## src/rtl/lights_out_pkg.sv

```systemverilog
// Shared keypad/game constants and the press-detector state encoding.
// Pure declarations; no timing or flow-control behaviour.
package lights_out_pkg;
    localparam int NUM_KEYS = 9;
    localparam int NUM_ROWS = 3;
    localparam int NUM_COLS = 3;

    typedef enum logic {
        ARMED  = 1'b0,
        LOCKED = 1'b1
    } press_state_e;

    function automatic logic is_one_hot(input logic [NUM_KEYS-1:0] v);
        return (v != '0) && ((v & (v - 1'b1)) == '0);
    endfunction
endpackage

```

## src/rtl/lights_out_key_debounce.sv

```systemverilog
// Frame-level debouncer: keys_stable follows a snapshot seen DEBOUNCE_FRAMES times in a row.
// Latency: keys_stable updates one cycle after the qualifying snapshot; no backpressure, ena freezes.
module lights_out_key_debounce
    import lights_out_pkg::*;
#(
    parameter int DEBOUNCE_FRAMES = 3
) (
    input  logic                clk,
    input  logic                rst,
    input  logic                ena,
    input  logic                frame_vld,
    input  logic [NUM_KEYS-1:0] frame_dat,
    output logic [NUM_KEYS-1:0] keys_stable
);
    localparam int CNT_W = (DEBOUNCE_FRAMES > 1) ? $clog2(DEBOUNCE_FRAMES) : 1;
    localparam logic [CNT_W-1:0] CNT_MAX = CNT_W'(DEBOUNCE_FRAMES - 1);

    logic [NUM_KEYS-1:0] snap;
    logic [CNT_W-1:0]    cnt;

    always_ff @(posedge clk) begin
        if (rst) begin
            snap        <= '0;
            cnt         <= '0;
            keys_stable <= '0;
        end else if (ena) begin
            if (frame_vld) begin
                snap <= frame_dat;
                if (frame_dat == snap) begin
                    if (cnt != CNT_MAX)
                        cnt <= cnt + 1'b1;
                end else begin
                    cnt <= '0;
                end
            end
            // Saturated counter means snap has matched DEBOUNCE_FRAMES snapshots in a row.
            if ((cnt == CNT_MAX) && (snap != keys_stable))
                keys_stable <= snap;
        end
    end
endmodule

```

## src/rtl/lights_out_keypad_scanner.sv

```systemverilog
// 3x3 keypad column scanner with debounce and single-key press pulse for the game core.
// Latency: btn pulses 2 cycles after the qualifying snapshot edge; no backpressure, ena freezes.
module lights_out_keypad_scanner
    import lights_out_pkg::*;
#(
    parameter int COL_CYCLES      = 4,
    parameter int DEBOUNCE_FRAMES = 3
) (
    input  logic                clk,
    input  logic                rst,
    input  logic                ena,
    input  logic [NUM_ROWS-1:0] row_in,
    output logic [NUM_COLS-1:0] col_sel,
    output logic [NUM_KEYS-1:0] btn,
    output logic [NUM_KEYS-1:0] keys_stable
);
    localparam int DW_W = (COL_CYCLES > 1) ? $clog2(COL_CYCLES) : 1;
    localparam logic [DW_W-1:0] DWELL_LAST = DW_W'(COL_CYCLES - 1);

    logic [DW_W-1:0]     dwell;
    logic                dwell_end;
    logic [NUM_KEYS-1:0] raw;
    logic                frame_vld;
    logic [NUM_KEYS-1:0] frame_dat;
    press_state_e        state, state_nxt;
    logic [NUM_KEYS-1:0] btn_q, btn_nxt;

    assign dwell_end = (dwell == DWELL_LAST);

    always_ff @(posedge clk) begin
        if (rst) begin
            col_sel <= NUM_COLS'(1);
            dwell   <= '0;
            raw     <= '0;
        end else if (ena) begin
            if (dwell_end) begin
                dwell   <= '0;
                col_sel <= {col_sel[NUM_COLS-2:0], col_sel[NUM_COLS-1]};
                for (int r = 0; r < NUM_ROWS; r++)
                    for (int c = 0; c < NUM_COLS; c++)
                        if (col_sel[c])
                            raw[r*NUM_COLS + c] <= row_in[r];
            end else begin
                dwell <= dwell + 1'b1;
            end
        end
    end

    // The snapshot must include the last column, which is captured on this same edge.
    always_comb begin
        frame_dat = raw;
        for (int r = 0; r < NUM_ROWS; r++)
            frame_dat[r*NUM_COLS + NUM_COLS-1] = row_in[r];
        frame_vld = ena && dwell_end && col_sel[NUM_COLS-1];
    end

    lights_out_key_debounce #(
        .DEBOUNCE_FRAMES(DEBOUNCE_FRAMES)
    ) u_debounce (
        .clk        (clk),
        .rst        (rst),
        .ena        (ena),
        .frame_vld  (frame_vld),
        .frame_dat  (frame_dat),
        .keys_stable(keys_stable)
    );

    always_ff @(posedge clk) begin
        if (rst) begin
            state <= ARMED;
            btn_q <= '0;
        end else if (ena) begin
            state <= state_nxt;
            btn_q <= btn_nxt;
        end
    end

    always_comb begin
        state_nxt = state;
        btn_nxt   = '0;
        case (state)
            ARMED: begin
                if (keys_stable != '0) begin
                    state_nxt = LOCKED;
                    if (is_one_hot(keys_stable))
                        btn_nxt = keys_stable;
                end
            end
            LOCKED: begin
                if (keys_stable == '0)
                    state_nxt = ARMED;
            end
            default: state_nxt = ARMED;
        endcase
    end

    assign btn = ena ? btn_q : '0;
endmodule

```

## config.mk

```make
export PLATFORM = sky130hd
export DESIGN_NAME = lights_out_keypad_scanner
export DESIGN_NICKNAME = d
export VERILOG_FILES = /design/src/rtl/lights_out_pkg.sv /design/src/rtl/lights_out_key_debounce.sv /design/src/rtl/lights_out_keypad_scanner.sv
export SDC_FILE = /design/constraint.sdc
export NUM_CORES = 1
export LEC_CHECK = 0
export ABC_AREA = 1
export ABC_CLOCK_PERIOD_IN_PS = 1400
export CAP_MARGIN = 20
export CORE_MARGIN = 2
export CORE_UTILIZATION = 49
export DETAILED_ROUTE_END_ITERATION = 6
export PLACE_DENSITY = 0.8
export SYNTH_ARGS = -nofsm -noshare
export SYNTH_HDL_FRONTEND = slang
export SYNTH_SLANG_ARGS = --single-unit
```

## constraint.sdc

```tcl
create_clock -name clk -period 1.4 [get_ports clk]
set_input_delay 0.28 -clock clk [delete_from_list [all_inputs] [get_ports clk]]
set_output_delay 0.28 -clock clk [all_outputs]
set_load 0.03 [all_outputs]
```

* Word level (Yosys, flattened, before mapping)
Index checks and enable logic that the tools add are counted.
** Operators by class
- $add $sub $neg :: 3
- Multipliers :: 0
- Divide/modulo/power cells :: 0
- Order comparisons :: 0
- Equal/unequal tests :: 6
- Shift operators :: 0
- Multiplexer cells :: 10
- Bitwise operators :: 2
- Reduce and logical (&&, ||, !) cells :: 13
** Operators by type and width (count)
- two-way mux 9 bit :: 4
- logical NOT 9 bit :: 2
- AND 9 bit :: 1
- == test 9 bit :: 1
- != test 9 bit :: 1
- AND reduction 3 bit :: 3
- nonzero test 9 bit :: 1
- subtractor 9 x 1 -> 9 bit, second input constant :: 1
- two-way mux 2 bit :: 3
- AND reduction 2 bit :: 3
- adder 2 x 1 -> 2 bit, second input constant :: 2
- == test 2 bit, second input constant :: 2
- logical AND 1 bit :: 4
- != test 2 bit, second input constant :: 2
- two-way mux 1 bit :: 2
- case mux 1 bit (2 select lines) :: 1
- inverter 1 bit :: 1
** Word-level totals
- Register bits after elaboration :: 41
- Bits in latches :: 0
- Bits in writable memories :: 0
- Bits in read-only memories :: 0
- Input bits :: 6
- Logic and storage cells :: 43
- Memories :: 0

* Longest topological paths before layout
- Depth after elaboration :: 7
- Mapped depth :: 9
- Depth with buffers taken out :: 9

* Hierarchy
From an unflattened synthesis, not the netlist that was laid out.
** Unflattened totals
- Cell total of the unflattened synthesis :: 306
- Area total of the unflattened synthesis :: 2099.5 um^2
** By module, submodules not included
- lights_out_key_debounce :: instances 1, cells each 147, area each 1069.8 um^2, sequential area each 400.4 um^2
- lights_out_keypad_scanner :: instances 1, cells each 159, area each 1029.7 um^2, sequential area each 420.4 um^2

* Worst setup path after synthesis
Ideal clock, no wire load.
- Path kind :: register to register
- From :: register u_debounce.keys_stable[4]
- To :: register u_debounce.keys_stable[0]
- Setup time :: 0.116 ns
- Arrival :: 1.394 ns
- Path slack :: -0.110 ns
- Cell stages (with the launch flop) :: 9
- Clock period less this slack :: 1.510 ns
- Path through :: dfxtp_1 inv_2 nand2_1 nand4_1 nor2_2 nand3_4 buf_6 a21oi_1 nor2_1
** On the way
- Word-level cells in the longest chain between the ends :: 3
** RTL lines
- start, declared :: line lights_out_key_debounce.sv:13 : output logic [NUM_KEYS-1:0] keys_stable
- start signal, assigned :: line lights_out_key_debounce.sv:38 : keys_stable <= snap;
- != test 9 bit :: line lights_out_key_debounce.sv:37 : if ((cnt == CNT_MAX) && (snap != keys_stable))
- logical AND 1 bit :: line lights_out_key_debounce.sv:37
- AND reduction 2 bit (no line)
No other way between the ends.
A chain may end at the register's enable or synchronous reset.

* Final worst setup path
- From :: register u_debounce.snap[7]
- To :: register u_debounce.keys_stable[4]
** On the way
- Word-level cells in the longest chain between the ends :: 3
** RTL lines
- start, declared :: line lights_out_key_debounce.sv:18 : logic [NUM_KEYS-1:0] snap;
- start signal, assigned :: line lights_out_key_debounce.sv:28 : snap <= frame_dat;
- != test 9 bit :: line lights_out_key_debounce.sv:37
- logical AND 1 bit :: line lights_out_key_debounce.sv:37
- AND reduction 2 bit (no line)
No other way between the ends.

==> impl_results.html <==
<table>
<tr><th>Metric</th><th>Value</th></tr>
<tr><th colspan="2">Floorplan</th></tr>
<tr><td>Die footprint</td><td>~4700 um2</td></tr>
<tr><td>Initial Util</td><td>roughly half</td></tr>
<tr><td>Standard-cell row count</td><td>23</td></tr>
<tr><td>Chip Width</td><td>68.71 um</td></tr>
<tr><td>Die outline height</td><td>about 69 um</td></tr>
<tr><td>Core ar.</td><td>4029 um2</td></tr>
<tr><td>IO Pins</td><td>27</td></tr>
<tr><th colspan="2">STA</th></tr>
<tr><td>Worst Setup Slack, final</td><td>-0.07522 ns</td></tr>
<tr><td>Layout Skew</td><td>0.006082 ns</td></tr>
<tr><td>Total negative setup slack</td><td>-0.3061 ns</td></tr>
<tr><td>Final slew viol count</td><td>0</td></tr>
<tr><td>Final cycle utilization of the critical path</td><td>105.4%</td></tr>
<tr><td>Maximum clock frequency</td><td>just under 0.7 GHz</td></tr>
<tr><td>Setup violation total in the final timing report</td><td>10</td></tr>
<tr><td>Final hold viol count</td><td>0</td></tr>
<tr><td>Headroom to the max-slew limit</td><td>between 70% and 80%</td></tr>
<tr><td>Clock period minus worst slack</td><td>1.475 ns</td></tr>
<tr><td>Unrepaired setup endpoints after global routing</td><td>yes</td></tr>
<tr><td>Worst Tran Pin Value</td><td>between 0.3 and 0.4 ns</td></tr>
<tr><th colspan="2">Critical path</th></tr>
<tr><td>Longest individual stage delay on the worst path</td><td>between 0.3 and 0.4 ns</td></tr>
<tr><td>Kind of cell adding the most delay to the critical path</td><td>simple AND/OR/NAND/NOR gates</td></tr>
<tr><td>Critical Path Source Type</td><td>flop</td></tr>
<tr><td>CP max FO</td><td>5</td></tr>
<tr><td>Number of buffer and inverter instances along the worst setup path</td><td>1</td></tr>
<tr><td>Type of the worst setup path</td><td>reg2reg</td></tr>
<tr><td>Data required time at the worst endpoint</td><td>roughly 1.6 ns</td></tr>
<tr><td>R2R Setup Slk</td><td>-0.08 ns</td></tr>
<tr><td>Ordered list of cells on the worst path</td><td>inv_1 &gt; nand2_1 &gt; nand4_1 &gt; nor2_4 &gt; nand3_4 &gt; a21oi_1 &gt; nor2_1</td></tr>
<tr><td>Category of the worst setup path capture point</td><td>flop</td></tr>
<tr><td>Critical path arrival</td><td>roughly 1.7 ns</td></tr>
<tr><td>Standard cell with the maximum stage delay on the critical path</td><td>dfxtp_2</td></tr>
<tr><th colspan="2">Routing</th></tr>
<tr><td>Routed met1 length</td><td>roughly 2.3 mm</td></tr>
<tr><td>Length of routed met3 wiring</td><td>between 300 and 400 um</td></tr>
<tr><td>Total via count in the routed design</td><td>about 2100</td></tr>
<tr><td>Average wire per cell in the routed design</td><td>13.73 um</td></tr>
<tr><td>Detailed-routing iteration count for the pre-antenna-repair pass</td><td>4</td></tr>
<tr><td>Met2 WL</td><td>~2.7 mm</td></tr>
<tr><td>Routed wire length</td><td>approximately 5.5 mm</td></tr>
<tr><td>Detail-routed via count per cell</td><td>about 5.4</td></tr>
<tr><td>Highest layer used for signal routing</td><td>met4</td></tr>
<tr><td>Remaining design rule violation count</td><td>0</td></tr>
<tr><td>Number of nets still failing antenna checks after routing</td><td>0</td></tr>
<tr><td>Number of DRC markers in iteration 0</td><td>178</td></tr>
<tr><th colspan="2">Power</th></tr>
<tr><td>Power spent charging and discharging nets</td><td>roughly 0.5 mW</td></tr>
<tr><td>Total leakage power</td><td>roughly 1.2 nW</td></tr>
<tr><td>PD cells</td><td>752.1 nW/um2</td></tr>
<tr><td>Share of power burned in registers</td><td>55.5%</td></tr>
<tr><td>Portion of total power attributed to combinational logic</td><td>6.6%</td></tr>
<tr><td>Part of the power in the clock network</td><td>a little under two fifths</td></tr>
<tr><td>Maximum ir drop on the vdd rail</td><td>between 0.5 and 0.6 mV</td></tr>
<tr><td>Proportion of total power due to net switching</td><td>23.26%</td></tr>
<tr><td>Power after layout</td><td>about 2.1 mW</td></tr>
<tr><td>Internal power component</td><td>between 1.5 and 2 mW</td></tr>
<tr><th colspan="2">Yosys</th></tr>
<tr><td>Mean instance size in the synthesized netlist</td><td>between 6 and 7 um2</td></tr>
<tr><td>Count of different cell masters after synthesis</td><td>25</td></tr>
<tr><td>Sequential element share of the synthesized area</td><td>approximately two fifths</td></tr>
<tr><td>Cell types with the largest area share after synthesis</td><td>dfxtp_1, nand2_1, a21oi_1</td></tr>
<tr><td>Share of the synthesized area in the top cell type</td><td>between 40 and 50%</td></tr>
<tr><td>Cell Area, Synth</td><td>just over 2000 um2</td></tr>
<tr><td>Post-synthesis cell type with the largest combined area</td><td>dfxtp_1</td></tr>
<tr><td>Gate count of the mapped netlist</td><td>303</td></tr>
<tr><td>Synth Net Count</td><td>a little over 300</td></tr>
<tr><td>Flip-flop and latch count after synthesis</td><td>slightly above 40</td></tr>
<tr><td>Syn. warnings</td><td>0</td></tr>
<tr><th colspan="2">Cells and area</th></tr>
<tr><td>Multi-input gate area</td><td>~1200 um2</td></tr>
<tr><td>Antenna diode count</td><td>0</td></tr>
<tr><td>Filler Cells Inserted</td><td>between 300 and 400</td></tr>
<tr><td>Finished Layout Cells</td><td>398</td></tr>
<tr><td>Layout cells sized above 1</td><td>between 20% and 30%</td></tr>
<tr><td>Growth of design area from synthesis to finish</td><td>36.40%</td></tr>
<tr><td>Summed area of non-filler cells in the final layout</td><td>2799 um2</td></tr>
<tr><td>Number of nets in the layout</td><td>around 360</td></tr>
<tr><td>Register cell area after layout</td><td>about 860 um2</td></tr>
<tr><th colspan="2">Run status</th></tr>
<tr><td>Violations in the final reports</td><td>setup timing</td></tr>
<tr><td>Outcome</td><td>finished with violations</td></tr>
<tr><th colspan="2">Global route</th></tr>
<tr><td>Maximum number of pins on one net before global-route repair</td><td>21</td></tr>
<tr><td>Final global-route overflow total</td><td>0</td></tr>
<tr><td>Antenna violations before repair</td><td>0</td></tr>
<tr><td>Wire length of the first global-routing pass</td><td>about 7.8 mm</td></tr>
<tr><td>Number of global-route vias before repair</td><td>between 1500 and 2000</td></tr>
<tr><td>All-layer global routing usage</td><td>22.36%</td></tr>
<tr><th colspan="2">Clock tree</th></tr>
<tr><td>Number of clock sinks seen by CTS</td><td>between 40 and 50</td></tr>
<tr><td>Number of levels the H-tree was split into</td><td>2</td></tr>
<tr><td>CTS tree</td><td>done</td></tr>
<tr><td>Cell chosen for the clock root</td><td>clkbuf_8</td></tr>
<tr><td>Clock Tree Buf Depth</td><td>2</td></tr>
<tr><td>Clock edge transition at the registers on the reported setup and hold paths</td><td>approximately 0.080 ns</td></tr>
<tr><td>Clock network latency to the later pin of the worst-skew pair</td><td>around 0.30 ns</td></tr>
<tr><td>Hold_buf cts</td><td>0</td></tr>
<tr><td>TritonCTS buffer count</td><td>5</td></tr>
<tr><th colspan="2">Placed design</th></tr>
<tr><td>Sum of net half-perimeters after detailed placement</td><td>around 3.4 mm</td></tr>
<tr><td>Placed cell count</td><td>385</td></tr>
<tr><td>Port Buffers</td><td>26</td></tr>
<tr><td>Placement-stage cell area</td><td>between 2000 and 2500 um2</td></tr>
<tr><td>Global placer's final weighted congestion</td><td>roughly 0.84</td></tr>
<tr><th colspan="2">Job</th></tr>
<tr><td>Max-cap violations</td><td>0</td></tr>
<tr><th colspan="2">Min path</th></tr>
<tr><td>Class of the worst hold path</td><td>reg2reg</td></tr>
</table>
[placed cells by master, fill, tap and decap left out, types with 7 or more instances in the layout]
cell type  netlist  routed
a21oi_1         39      29
dfxtp_2          0      10
buf_4            0      23
o21ai_0         14       8
nand2_1         68      66
a21oi_2          0       9
xnor2_1          8       7
inv_1           38      34
nand3_2          1      13
nor2_1          32      29
nand3_1         32      20
dfxtp_1         41      25
[state kept, by name (all words and copies together) (netlist names)]
register and count:
state 1, btn_q 9, u_debounce.snap 9, dwell 2
u_debounce.cnt 2, col_sel 3, u_debounce.keys_stable 9, raw 6
[kinds of logic after synthesis]
family,Yosys count,share of synthesized area [%]
buffers and inverters,51,10.06
XOR/XNOR,10,4.269
adder cells (fa/ha/maj),2,1.219
AO/OA/AOI/OAI,54,13.29
AND/OR/NAND/NOR,145,31.16
flip-flops,41,40.00
[metal layers]
| metal | up-vias | track usage, % |
|---|---|---|
| met5 | - | 0 |
| met3 | 12 | 6.818 |
| met2 | 79 | 36.30 |
| li1 | 1067 | - |
| met1 | 981 | 28.90 |
| met4 | 0 | 5.882 |
[power groups by stage]
stage	sequential, mW	clock (mW)	combinational (mW)
finish	1.17	0.797	0.139
global route	1.17	0.856	0.156
detailed placement	1.21	0	0.134
CTS	1.18	0.796	0.134
global placement	1.21	0	0.131
floorplan	1.21	0	0.0694
[cell type report]
class                   count  area share, %
well taps                  50          2.235
repair buffers             44          14.39
multi-input cells         216          44.08
clock buffers               7          3.084
flip-flops and latches     41          30.58
inverters                  40          5.633
[metrics by stage]
step	util, %	setup WS, ns	hold slack, ns
floorplan	-	0.03265	0.4417
global placement	61.37	-0.1852	0.4528
detailed placement	61.37	-0.2183	0.4579
CTS	63.26	0.004388	0.4693
global route	69.47	-0.1274	0.4904
finish	69.47	-0.07522	0.4678
[worst register-to-register path: cells and delay by family (launching register included)]
kind | cells | cell delay (ns)
simple gates | 5 | 0.75
buf+inv | 1 | 0.08
compound gates | 1 | 0.18
flops | 1 | 0.35
[synthesized netlist by cell type]
cell type and count:
nor2_4 2, buf_6 1, nand3_2 1, nor2_1 32, xor2_1 2, o211ai_1 1, inv_2 1, o21ai_0 14
or2_1 1, clkbuf_1 5, nand2_1 68, clkinv_1 1, dfxtp_1 41, ha_1 2, nand4_1 3, a21oi_1 39
xnor2_1 8, buf_1 1, nand3_1 32, nand3_4 1, inv_1 38, buf_2 3, nor3_1 2, nor2_2 3
clkbuf_4 1
[timing repair]
action / in CTS / in global routing
gates cloned: 0 / 5
pin swaps: 0 / 18
endpoints found under the setup margin: 21 / 34
buffers inserted: 0 / 1
resized for setup: 16 / 69
[final timing paths]
kind                      startpoint                         to  depth (start not counted)
hold reg to reg             btn_q[4]                   btn_q[4]                          2
hold / removal              btn_q[4]                   btn_q[4]                          2
setup / recovery  u_debounce.snap[7]  u_debounce.keys_stable[4]                          7
setup reg to reg  u_debounce.snap[7]  u_debounce.keys_stable[4]                          7
No activity file was read; power rests on OpenSTA's default activity.
